File: src/rtl/intersection_pkg.sv
// rtl/intersection_pkg.sv - shared state, light and direction constants for intersection_ctrl
package intersection_pkg;

  localparam logic [2:0] ST_IDLE      = 3'd0;
  localparam logic [2:0] ST_NS_GREEN  = 3'd1;
  localparam logic [2:0] ST_NS_YELLOW = 3'd2;
  localparam logic [2:0] ST_ALLRED    = 3'd3;
  localparam logic [2:0] ST_EW_GREEN  = 3'd4;
  localparam logic [2:0] ST_EW_YELLOW = 3'd5;
  localparam logic [2:0] ST_WALK      = 3'd6;

  localparam logic [2:0] LIGHT_RED = 3'b100;
  localparam logic [2:0] LIGHT_YEL = 3'b010;
  localparam logic [2:0] LIGHT_GRN = 3'b001;

  localparam logic DIR_NS = 1'b0;
  localparam logic DIR_EW = 1'b1;

  function automatic int max4(input int a, input int b, input int c, input int d);
    int m;
    m = a;
    if (b > m) m = b;
    if (c > m) m = c;
    if (d > m) m = d;
    return m;
  endfunction

  function automatic logic [2:0] green_state(input logic dir);
    return (dir == DIR_EW) ? ST_EW_GREEN : ST_NS_GREEN;
  endfunction

  function automatic logic [2:0] ns_light(input logic [2:0] st);
    case (st)
      ST_NS_GREEN:  return LIGHT_GRN;
      ST_NS_YELLOW: return LIGHT_YEL;
      default:      return LIGHT_RED;
    endcase
  endfunction

  function automatic logic [2:0] ew_light(input logic [2:0] st);
    case (st)
      ST_EW_GREEN:  return LIGHT_GRN;
      ST_EW_YELLOW: return LIGHT_YEL;
      default:      return LIGHT_RED;
    endcase
  endfunction

endpackage

File: src/rtl/phase_timer.sv
// rtl/phase_timer.sv - loadable down-counter flagging Done while it reads zero
module phase_timer #(
  parameter int W = 4
) (
  input  logic         Clk,
  input  logic         Reset,
  input  logic         Load,
  input  logic [W-1:0] LoadVal,
  output logic         Done
);

  logic [W-1:0] count_q, count_d;

  always_comb begin
    count_d = count_q;
    if (Load) begin
      count_d = LoadVal;
    end else if (count_q != '0) begin
      count_d = count_q - W'(1);
    end
  end

  always_ff @(posedge Clk) begin
    if (Reset) begin
      count_q <= '0;
    end else begin
      count_q <= count_d;
    end
  end

  assign Done = (count_q == '0);

endmodule

File: src/rtl/intersection_ctrl.sv
// rtl/intersection_ctrl.sv - two-head intersection phase scheduler with pedestrian WALK grant
module intersection_ctrl
  import intersection_pkg::*;
#(
  parameter int GREEN_CYCLES  = 8,
  parameter int YELLOW_CYCLES = 3,
  parameter int ALLRED_CYCLES = 2,
  parameter int WALK_CYCLES   = 6
) (
  input  logic       Clk,
  input  logic       Reset,
  input  logic       Start,
  input  logic       PedReq,
  output logic       PedAck,
  output logic       Walk,
  output logic [2:0] NsLights,
  output logic [2:0] EwLights,
  output logic       Busy
);

  localparam int TW = $clog2(max4(GREEN_CYCLES, YELLOW_CYCLES, ALLRED_CYCLES, WALK_CYCLES)) + 1;

  logic [2:0]    state_q, state_d;
  logic          next_dir_q, next_dir_d;
  logic          ped_pend_q, ped_pend_d;
  logic          ped_block_q, ped_block_d;
  logic          ped_ack_q, ped_ack_d;
  logic          walk_q, walk_d;
  logic          busy_q, busy_d;
  logic [2:0]    ns_q, ns_d;
  logic [2:0]    ew_q, ew_d;
  logic          grant;
  logic          timer_load;
  logic          timer_done;
  logic [TW-1:0] timer_val;

  phase_timer #(.W(TW)) u_timer (
    .Clk     (Clk),
    .Reset   (Reset),
    .Load    (timer_load),
    .LoadVal (timer_val),
    .Done    (timer_done)
  );

  always_comb begin
    state_d    = state_q;
    next_dir_d = next_dir_q;
    case (state_q)
      ST_IDLE:      if (Start) state_d = ped_pend_q ? ST_WALK : green_state(next_dir_q);
      ST_NS_GREEN:  if (timer_done) state_d = ST_NS_YELLOW;
      ST_NS_YELLOW: if (timer_done) begin
                      state_d    = ST_ALLRED;
                      next_dir_d = DIR_EW;
                    end
      ST_EW_GREEN:  if (timer_done) state_d = ST_EW_YELLOW;
      ST_EW_YELLOW: if (timer_done) begin
                      state_d    = ST_ALLRED;
                      next_dir_d = DIR_NS;
                    end
      // A stopped controller parks before serving a pending walk; restart serves it first.
      ST_ALLRED:    if (timer_done) begin
                      if (!Start)          state_d = ST_IDLE;
                      else if (ped_pend_q) state_d = ST_WALK;
                      else                 state_d = green_state(next_dir_q);
                    end
      ST_WALK:      if (timer_done) state_d = ST_ALLRED;
      default:      state_d = ST_IDLE;
    endcase
  end

  assign grant      = (state_d == ST_WALK) && (state_q != ST_WALK);
  assign timer_load = (state_d != state_q) && (state_d != ST_IDLE);

  always_comb begin
    timer_val = '0;
    case (state_d)
      ST_NS_GREEN, ST_EW_GREEN:   timer_val = TW'(GREEN_CYCLES - 1);
      ST_NS_YELLOW, ST_EW_YELLOW: timer_val = TW'(YELLOW_CYCLES - 1);
      ST_ALLRED:                  timer_val = TW'(ALLRED_CYCLES - 1);
      ST_WALK:                    timer_val = TW'(WALK_CYCLES - 1);
      default:                    timer_val = '0;
    endcase
  end

  // ped_block keeps a request held through its own grant from re-arming until it drops.
  always_comb begin
    ped_pend_d  = ped_pend_q;
    ped_block_d = ped_block_q;
    if (!PedReq) ped_block_d = 1'b0;
    if (PedReq && !ped_ack_q && !ped_block_q) ped_pend_d = 1'b1;
    if (grant) begin
      ped_pend_d  = 1'b0;
      ped_block_d = 1'b1;
    end
    ped_ack_d = grant;
    ns_d      = ns_light(state_d);
    ew_d      = ew_light(state_d);
    walk_d    = (state_d == ST_WALK);
    busy_d    = (state_d != ST_IDLE);
  end

  always_ff @(posedge Clk) begin
    if (Reset) begin
      state_q     <= ST_IDLE;
      next_dir_q  <= DIR_NS;
      ped_pend_q  <= 1'b0;
      ped_block_q <= 1'b0;
      ped_ack_q   <= 1'b0;
      walk_q      <= 1'b0;
      busy_q      <= 1'b0;
      ns_q        <= LIGHT_RED;
      ew_q        <= LIGHT_RED;
    end else begin
      state_q     <= state_d;
      next_dir_q  <= next_dir_d;
      ped_pend_q  <= ped_pend_d;
      ped_block_q <= ped_block_d;
      ped_ack_q   <= ped_ack_d;
      walk_q      <= walk_d;
      busy_q      <= busy_d;
      ns_q        <= ns_d;
      ew_q        <= ew_d;
    end
  end

  assign PedAck   = ped_ack_q;
  assign Walk     = walk_q;
  assign NsLights = ns_q;
  assign EwLights = ew_q;
  assign Busy     = busy_q;

endmodule

File: config.mk
export PLATFORM = sky130hd
export DESIGN_NAME = intersection_ctrl
export DESIGN_NICKNAME = d
export VERILOG_FILES = /design/src/rtl/intersection_pkg.sv /design/src/rtl/phase_timer.sv /design/src/rtl/intersection_ctrl.sv
export SDC_FILE = /design/constraint.sdc
export NUM_CORES = 1
export LEC_CHECK = 0
export CAP_MARGIN = 20
export CORE_MARGIN = 4
export CORE_UTILIZATION = 40
export CTS_BUF_LIST = sky130_fd_sc_hd__clkbuf_8
export CTS_CLUSTER_DIAMETER = 50
export DETAILED_ROUTE_END_ITERATION = 8
export PLACE_DENSITY_LB_ADDON = 0.15
export SKIP_CTS_REPAIR_TIMING = 1
export SYNTH_ARGS = -nofsm -noshare
export SYNTH_HDL_FRONTEND = slang
export SYNTH_HIERARCHICAL = 1
export SYNTH_SLANG_ARGS = --single-unit
export TNS_END_PERCENT = 10
File: constraint.sdc
create_clock -name Clk -period 4.3 [get_ports Clk]
set_clock_uncertainty 0.05 [all_clocks]
set_input_delay 1.29 -clock Clk [delete_from_list [all_inputs] [get_ports Clk]]
set_output_delay 1.29 -clock Clk [all_outputs]
set_load 0.005 [all_outputs]
Word level (Yosys, flattened, before mapping)
Index checks and enable logic that the tools add are counted.
Storage, ports and cells
  flip-flop bits (word level): 19
  input bits: 4
Cells by class
  add/sub/neg operators: 1
  eq/ne operators: 17
  mux-type cells: 19
  reductions and logical operators: 17
Operator list (number)
  2-to-1 mux 3 bit: 8
  == test 3 bit, second input constant: 6
  case mux 3 bit (5 select lines): 1
  == test 3 x 2 -> 1 bit, second input constant: 4
  case mux 3 bit (2 select lines): 2
  case mux 3 bit (4 select lines): 1
  2-to-1 mux 4 bit: 2
  == test 3 x 1 -> 1 bit, second input constant: 2
  OR reduction 2 bit: 3
  logical AND 1 bit: 4
  logical NOT 4 bit: 1
  2-to-1 mux 1 bit: 4
  != test 2 bit, second input constant: 2
  nonzero test 2 bit: 2
  nonzero test 4 bit: 1
  subtractor 4 x 1 -> 4 bit, second input constant: 1
  logical NOT 3 bit: 1
  != test 3 bit: 1
  != test 3 bit, second input constant: 1
  AND reduction 3 bit: 1
  nonzero test 3 bit: 1
  OR reduction 3 bit: 1
  logical NOT 1 bit: 2
  != test 2 x 1 -> 1 bit, second input constant: 1
  case mux 1 bit (2 select lines): 1

Depth between registers and ports, before layout
Gate-level depths: netlist of the first run.
  word-level depth: 9
  gate-level depth with buffers: 11
  gate-level depth less buffers: 10

By module
Netlist of the first run, hierarchy kept.
By module, submodules not included
  intersection_ctrl: times used 1, cells an instance 83, area each 755.7 um^2, sequential area each 300.3 um^2
  phase_timer: times used 1, cells an instance 24, area each 229.0 um^2, sequential area each 80.1 um^2

Worst setup path before layout of the first run
OpenSTA, ideal clock, no wires.
  path type: input -> register
  start point: input port Start
  end point: register u_timer.count_q[2]
  arrival time: 2259 ps
  data required time: 4172 ps
  slack: 1913 ps
  stages: 7
  path buffers: 0
  cell sequence: nor4b_2 > nand2_1 > a32oi_1 > nand2_1 > o21ai_1 > nor2b_1 > nor3_1
Between the ends
  longest elaborated chain between the ends: 7
  elaborated cells on any way between the ends: 18
  those cells by class: 7 x eq/ne; 6 x mux; 5 x reduce/logical
Ends and longest elaborated chain
  start, declared: line intersection_ctrl.sv:12  | input logic Start,
  2-to-1 mux 3 bit: line intersection_ctrl.sv:62  | if (!Start) state_d = ST_IDLE;
  2-to-1 mux 3 bit: line intersection_ctrl.sv:61  | ST_ALLRED: if (timer_done) begin
  case mux 3 bit (5 select lines) (*): line intersection_ctrl.sv:48  | case (state_q)
  == test 3 bit, or another cell as far along: line intersection_ctrl.sv:76  | case (state_d)
  OR reduction 2 bit: line intersection_ctrl.sv:76
  case mux 3 bit (4 select lines) (*): line intersection_ctrl.sv:76
  named net timer_val[2]: line intersection_ctrl.sv:35  | logic [TW-1:0] timer_val;
  2-to-1 mux 4 bit (*): line phase_timer.sv:16  | if (Load) begin
  end signal, assigned: line phase_timer.sv:27  | count_q <= count_d;
  end, declared: line phase_timer.sv:12  | logic [W-1:0] count_q, count_d;
Mark *: on every way through the listed nets, which the timed path passes. The rest lies on a longest branch.
A chain may end at the register's enable or synchronous reset.

Final worst setup path of the first run
Ends and elaborated chain as after synthesis.

==> parameters.txt, run 1 <==
Parameter                              Value

Drt
  Total Routed Length ... 2000 µm
  Detailed-route via count ... 789
  Remaining antenna violation count after routing ... 0
  Drt pass-1 iters ... 4
  Via density ... 5.44
  Initial drt markers ... 13
  Average routed wire per standard cell ... 13.8 µm
  DRC viols ... 0

Place
  Instance area at placement ... 1100 µm²
  Total of buffers placed on input and output ports ... 12
  Placer congestion estimate ... 0.780
  HPWL reported at the end of detailed placement ... 1430 µm

Yosys
  Number of warnings printed during yosys synthesis ... 6
  Sequential share of the synthesized area ... 0.386
  Post-synthesis net count ... 112
  Cell count after synthesis ... 107
  Count of flip-flops with a built-in enable after synthesis ... 0
  Distinct cell type count after synthesis ... 47
  FFs w/ async S/R, synth ... 0
  Mean post-synth cell area ... 9.20 µm²
  Number of flip-flops and latches in the synthesized netlist ... 19
  Cell area after synthesis ... 985 µm²
  Top_reg_cell synth ... sky130_fd_sc_hd__dfxtp_1

Global routing
  Tot GR Track Use ... 0.132
  Wire length of the first global-routing pass ... 3470 µm
  Maximum number of pins on one net before global-route repair ... 20
  Aggregate global routing overflow ... 0
  Via count of the first global-routing pass ... 777
  Initial antenna violation count ... 0

Min path
  Hold Path Class ... reg2reg

Job
  Max-capacitance violation count ... 0

Worst setup path
  CP Buf/Inv Count ... 1
  CP Max Fanout ... 5
  Most Frequent Cell on Critical Path ... sky130_fd_sc_hd__nand2_1
  Crit-path leading delay family ... simple AND/OR/NAND/NOR gates
  Flop2flop setup slack ... 1.80 ns
  Data arrival time of the critical path ... 3.07 ns
  Sort of element at the start of the critical path ... input pin
  Sequence of cells on the critical path ... clkdlybuf4s50_1, nor4b_2, nand2_1, a32oi_1, nand2_1, o21ai_1, nor2b_1, nor3_1
  Standard cell with the maximum stage delay on the critical path ... sky130_fd_sc_hd__clkdlybuf4s50_1
  Crit path kind ... in2reg
  Critical path capture point type ... register
  Required time at the worst-slack endpoint ... 4.43 ns
  Delay of the slowest cell on the worst path ... 0.54 ns

Die
  Starting density of the core ... 0.433
  Core Area ... 2280 µm²
  # rows ... 17
  Die Ht ... 57.6 µm
  Total I/O pin count ... 13
  Total Die Area ... 3320 µm²
  Die W ... 57.6 µm

Final layout
  Highest-count cells in the layout ignoring fill and taps ... sky130_fd_sc_hd__dfxtp_1 (19), sky130_fd_sc_hd__clkdlybuf4s50_1 (12), sky130_fd_sc_hd__nor2_1 (11)
  Final Net Count ... 123
  Synth-to-layout area growth ... 16.0%
  Final antenna diode count ... 0
  Filler Cell Count ... 225
  Fraction of final layout cells sized beyond drive strength 1 ... 0.162
  Post-route cell area ... 1140 µm²
  Most frequent standard cell in the layout excluding fill and tap cells ... sky130_fd_sc_hd__dfxtp_1

STA
  Final number of max-transition violations ... 0
  Setup Total Neg Slack ... 0 ns
  Actual transition at the worst max-transition pin ... 0.645 ns
  Shortest period the worst path allows ... 2.94 ns
  Count of final hold-check violations ... 0
  Max transition margin ... 0.569
  Final setup violating endpoints ... 0
  Share of the clock period used by the worst path ... 0.684
  Fmax ... 0.340 GHz
  Unrepaired setup endpoints after global routing ... no

Pwr
  Cell area power density ... 892 nW/µm²
  Peak supply drop ... 0.000497 V
  Leakage power total ... 0.403 nW

Status
  Result of the run ... finished, final reports clean

Clock network
  H-tree lvl count ... 1
  Reg clk slew, reported paths ... 0.07 ns
  Worst-case clock buffer depth ... 2
  TritonCTS buffer count ... 3
  Clock insertion delay at the later pin of the skew report ... 0.25 ns
  Clock root buffer ... sky130_fd_sc_hd__clkbuf_8
  Count of clock tree sinks ... 19
  TritonCTS clock tree ... done
## cell type report
cell class                 instances  area (µm²)  share of cell area
multi-input combinational         78         546               0.478
sequential                        19         380               0.333
timing repair buffer              12         120               0.105
clock buffer                       3        41.3              0.0361
tap                               28        35.0              0.0307
inverter                           4        15.0              0.0131
clock inverter                     1        5.00             0.00438
## state kept, by name, indices dropped and copies added, names as in the netlist, 3 cells and up
signal and cells:
EwLights 3, u_timer/count_q 4, NsLights 3, state_q 3
## synthesized netlist by cell type, types with 2 or more instances
library cell	number	area share
sky130_fd_sc_hd__inv_1	4	0.015
sky130_fd_sc_hd__nand2_1	9	0.034
sky130_fd_sc_hd__nor2b_1	3	0.019
sky130_fd_sc_hd__nor3_1	4	0.020
sky130_fd_sc_hd__buf_6	2	0.023
sky130_fd_sc_hd__a31oi_1	2	0.013
sky130_fd_sc_hd__o21ai_0	5	0.025
sky130_fd_sc_hd__o21a_1	2	0.015
sky130_fd_sc_hd__xnor2_1	4	0.036
sky130_fd_sc_hd__o22ai_1	2	0.013
sky130_fd_sc_hd__nor2_1	11	0.042
sky130_fd_sc_hd__a311oi_1	2	0.018
sky130_fd_sc_hd__dfxtp_1	19	0.39
sky130_fd_sc_hd__buf_2	2	0.010
sky130_fd_sc_hd__nand2b_1	4	0.025
## per-stage QoR
| step | power [mW] | utilization | cells | hold WS, ns | setup WS [ns] |
|---|---|---|---|---|---|
| CTS | 1.02 | 0.502 | 145 | 0.415 | 1.37 |
| global route | 1.12 | 0.502 | 145 | 0.447 | 1.12 |
| finish | 1.02 | 0.502 | 145 | 0.411 | 1.36 |
| floorplan | 0.776 | - | 107 | 0.387 | 1.91 |
| global placement | 0.882 | 0.482 | 141 | 0.396 | 1.20 |
| detailed placement | 0.896 | 0.482 | 141 | 0.404 | 1.09 |
## power by group
part | internal [mW] | total [mW] | leakage, nW | switching, mW
Clock | 0.0644 | 0.124 | 0.0255 | 0.0595
Sequential | 0.239 | 0.323 | 0.156 | 0.0842
Combinational | 0.281 | 0.572 | 0.221 | 0.292
Total | 0.584 | 1.02 | 0.403 | 0.435
## kinds of logic after synthesis
logic type      Yosys count  share of synthesized area
simple gates             43                      0.254
compound gates           27                      0.225
flops                    19                      0.386
buf+inv                  10                     0.0597
xor+xnor                  4                     0.0356
fa+ha+maj                 2                     0.0241
other cells               1                    0.00381
mux                       1                     0.0114
## routing by layer
| metal | vias to the layer above | track usage | share of wire |
|---|---|---|---|
| met5 | - | 0 | 0 |
| met1 | 369 | 0.161 | 0.47 |
| met4 | 0 | 0.0199 | 0.0080 |
| li1 | 404 | - | - |
| met2 | 14 | 0.226 | 0.47 |
| met3 | 2 | 0.0490 | 0.049 |
## final timing paths
| kind | start | end | cells after the start |
|---|---|---|---|
| setup reg to reg | u_timer/count_q[0] | NsLights[2] | 8 |
| hold reg to reg | ped_block_q | ped_block_q | 2 |
| hold / removal | ped_block_q | ped_block_q | 2 |
| setup / recovery | Start | u_timer/count_q[2] | 8 |
## tightest hold or removal path: stages, from the launching register on
cell	delay, ns
sky130_fd_sc_hd__dfxtp_1	0.31
sky130_fd_sc_hd__nand2_1	0.05
sky130_fd_sc_hd__a21oi_1	0.05
Note: power is estimated with default switching activity, not from simulation.
==> run 2: changes to the inputs <==
==> constraint.sdc (replaced) <==
create_clock -name Clk -period 2.6 [get_ports Clk]
set_clock_uncertainty 0.05 [all_clocks]
set_input_delay 0.78 -clock Clk [delete_from_list [all_inputs] [get_ports Clk]]
set_output_delay 0.78 -clock Clk [all_outputs]
set_load 0.005 [all_outputs]
==> run 2 against run 1 <==
- clock-buffer cell count unchanged
- design area increased by 5.3%
- power is 75% higher
- non-clock buffer count increased by 8
- sequential power is 66% higher
- first-iteration DRC count decreased by 31%
- worst setup slack got worse by 1.0 ns
- die area unchanged
- final cell count up 5.5%
- flip-flop and latch count stayed put
- combinational power grew 84%
- critical path type is now reg2reg
- largest cell class unchanged
==> parameters.txt, run 2 (same netlist as run 1, synthesis figures left out) <==
Parameter                              Value

Status
  Result of the run ... finished, final reports clean (unchanged)

Drt
  DRC viols ... 0 (unchanged)
  Initial drt markers ... 9 (was 13)
  Drt pass-1 iters ... 4 (unchanged)
  Met1 layer wirelength in the final routing ... 949 µm (was 944 µm)
  Average routed wire per standard cell ... 13.4 µm (was 13.8 µm)
  Total Routed Length ... 2050 µm (was 2000 µm)
  Via density ... 5.41 (was 5.44)
  Detailed-route via count ... 828 (was 789)
  Top layer used by detailed routing ... met4 (unchanged)
  Wire length on met3 ... 70 µm (was 98 µm)
  Remaining antenna violation count after routing ... 0 (unchanged)
  Met2 Wirelength ... 1000 µm (was 943 µm)

Worst setup path
  Sort of element at the start of the critical path ... register (was input pin)
  Flop2flop setup slack ... 0.32 ns (was 1.80 ns)
  Required time at the worst-slack endpoint ... 2.70 ns (was 4.43 ns)
  Number of cell instances on the worst register-to-register path ... 8 (unchanged)
  Crit path kind ... reg2reg (was in2reg)
  Critical register-to-register path endpoint ... NsLights[2] (unchanged)
  Start of the worst register-to-register path ... u_timer/count_q[0] (unchanged)
  CP Max Fanout ... 7 (was 5)
  Critical path capture point type ... register (unchanged)
  Data arrival time of the critical path ... 2.38 ns (was 3.07 ns)

Die
  # rows ... 17 (unchanged)
  Core Area ... 2280 µm² (unchanged)
  Total Die Area ... 3320 µm² (unchanged)
  Die Ht ... 57.6 µm (unchanged)
  Starting density of the core ... 0.433 (unchanged)
  Total I/O pin count ... 13 (unchanged)
  Die W ... 57.6 µm (unchanged)

Global routing
  Maximum number of pins on one net before global-route repair ... 20 (unchanged)
  Wire length of the first global-routing pass ... 3620 µm (was 3470 µm)
  Aggregate global routing overflow ... 0 (unchanged)
  Via count of the first global-routing pass ... 828 (was 777)
  Tot GR Track Use ... 0.141 (was 0.132)
  Initial antenna violation count ... 0 (unchanged)

Final layout
  Final antenna diode count ... 0 (unchanged)
  Final Net Count ... 131 (was 123)
  Post-Layout Cell Count ... 153 (was 145)
  Biggest register ... u_timer/count_q (unchanged)
  Fraction of final layout cells sized beyond drive strength 1 ... 0.216 (was 0.162)
  Synth-to-layout area growth ... 22.1% (was 16.0%)
  Most frequent standard cell in the layout excluding fill and tap cells ... sky130_fd_sc_hd__dfxtp_1 (unchanged)
  Filler Cell Count ... 218 (was 225)
  Highest-count cells in the layout ignoring fill and taps ... sky130_fd_sc_hd__dfxtp_1 (19), sky130_fd_sc_hd__clkdlybuf4s50_1 (12), sky130_fd_sc_hd__nor2_1 (11) (unchanged)
  Max FFs per register ... 4 (unchanged)

Pwr
  Cell area power density ... 1490 nW/µm² (was 892 nW/µm²)
  Leakage power total ... 0.443 nW (was 0.403 nW)
  Peak supply drop ... 0.000804 V (was 0.000497 V)
  Power consumption ... 1.79 mW (was 1.02 mW)

STA
  Final setup violating endpoints ... 0 (unchanged)
  Actual transition at the worst max-transition pin ... 0.614 ns (was 0.645 ns)
  Unrepaired setup endpoints after global routing ... no (unchanged)
  Share of the clock period used by the worst path ... 0.878
  Count of final hold-check violations ... 0 (unchanged)
  Final number of max-transition violations ... 0 (unchanged)
  Fmax ... 0.438 GHz
  Setup Total Neg Slack ... 0 ns (unchanged)
  Shortest period the worst path allows ... 2.28 ns
  Max transition margin ... 0.590 (was 0.569)

Clock network
  Count of clock tree sinks ... 19 (unchanged)
  TritonCTS buffer count ... 3 (unchanged)
  TritonCTS clock tree ... done (unchanged)
  Clock root buffer ... sky130_fd_sc_hd__clkbuf_8 (unchanged)
  Worst-case clock buffer depth ... 2 (unchanged)
  Reg clk slew, reported paths ... 0.07 ns (about the same)
  Clock insertion delay at the later pin of the skew report ... 0.26 ns (was 0.25 ns)
  H-tree lvl count ... 1 (unchanged)

Min path
  Hold wc startpoint ... ped_block_q (unchanged)
  Endpoint of the worst hold-timing path ... ped_block_q (unchanged)
  Hold Path Class ... reg2reg (unchanged)
  Hold Crit Depth ... 2 (unchanged)

Job
  Max-capacitance violation count ... 0 (unchanged)

Place
  Placer congestion estimate ... 0.756 (was 0.780)
  Total placed cells including tap cells ... 149 (was 141)
  Total of buffers placed on input and output ports ... 12 (unchanged)
  HPWL reported at the end of detailed placement ... 1500 µm (was 1430 µm)
[run 2: how the worst max path moves through the flow]
stage	startpoint	endpoint	slack, ns	cells after the start
CTS	u_timer/count_q[0]	NsLights[2]	0.33	8
global route	u_timer/count_q[0]	u_timer/count_q[2]	0.12	12
finish	u_timer/count_q[0]	NsLights[2]	0.32	8
global placement	Start	u_timer/count_q[2]	0.10	8
detailed placement	Start	u_timer/count_q[2]	0.06	8
floorplan	u_timer/count_q[0]	NsLights[2]	0.52	9
[run 2: through the flow]
step           utilization  hold slack (ns)  setup WS, ns  cell area [µm²]
2_1_floorplan            -            0.387         0.525              985
5_1_grt              0.528            0.427         0.119             1200
4_1_cts              0.528            0.421         0.330             1200
3_3_place_gp         0.508            0.395         0.103             1160
3_5_place_dp         0.508            0.411        0.0635             1160
6_report             0.528            0.415         0.317             1200
[run 2: cell type report]
| class | count | area (µm²) | share of cell area |
|---|---|---|---|
| Clock buffer | 3 | 41.3 | 0.0343 |
| Inverter | 4 | 15.0 | 0.0125 |
| Sequential cell | 19 | 380 | 0.316 |
| Clock inverter | 1 | 5.00 | 0.00416 |
| Multi-Input combinational cell | 78 | 546 | 0.454 |
| Tap cell | 28 | 35.0 | 0.0291 |
| Timing Repair Buffer | 20 | 180 | 0.150 |
[run 2: critical path, cell delays in order, from the launching register on]
cell and delay (ns):
sky130_fd_sc_hd__dfxtp_1 0.33, sky130_fd_sc_hd__inv_1 0.09, sky130_fd_sc_hd__ha_1 0.20, sky130_fd_sc_hd__nor3b_4 0.35
sky130_fd_sc_hd__inv_1 0.15, sky130_fd_sc_hd__o21ai_0 0.27, sky130_fd_sc_hd__a32o_2 0.34, sky130_fd_sc_hd__nand2_2 0.09
sky130_fd_sc_hd__a211o_1 0.31
[run 2: report_power, final]
part	switching [mW]	internal (mW)	total [mW]	leakage [nW]
clock network	0.0968	0.107	0.203	0.0255
logic	0.502	0.546	1.05	0.261
registers	0.141	0.395	0.536	0.156
total	0.740	1.05	1.79	0.443
[run 2: layer usage]
metal  track usage  up-vias
li1              -      421
met1         0.167      393
met2         0.232       10
met3        0.0423        4
met4        0.0662        0
met5             0        -
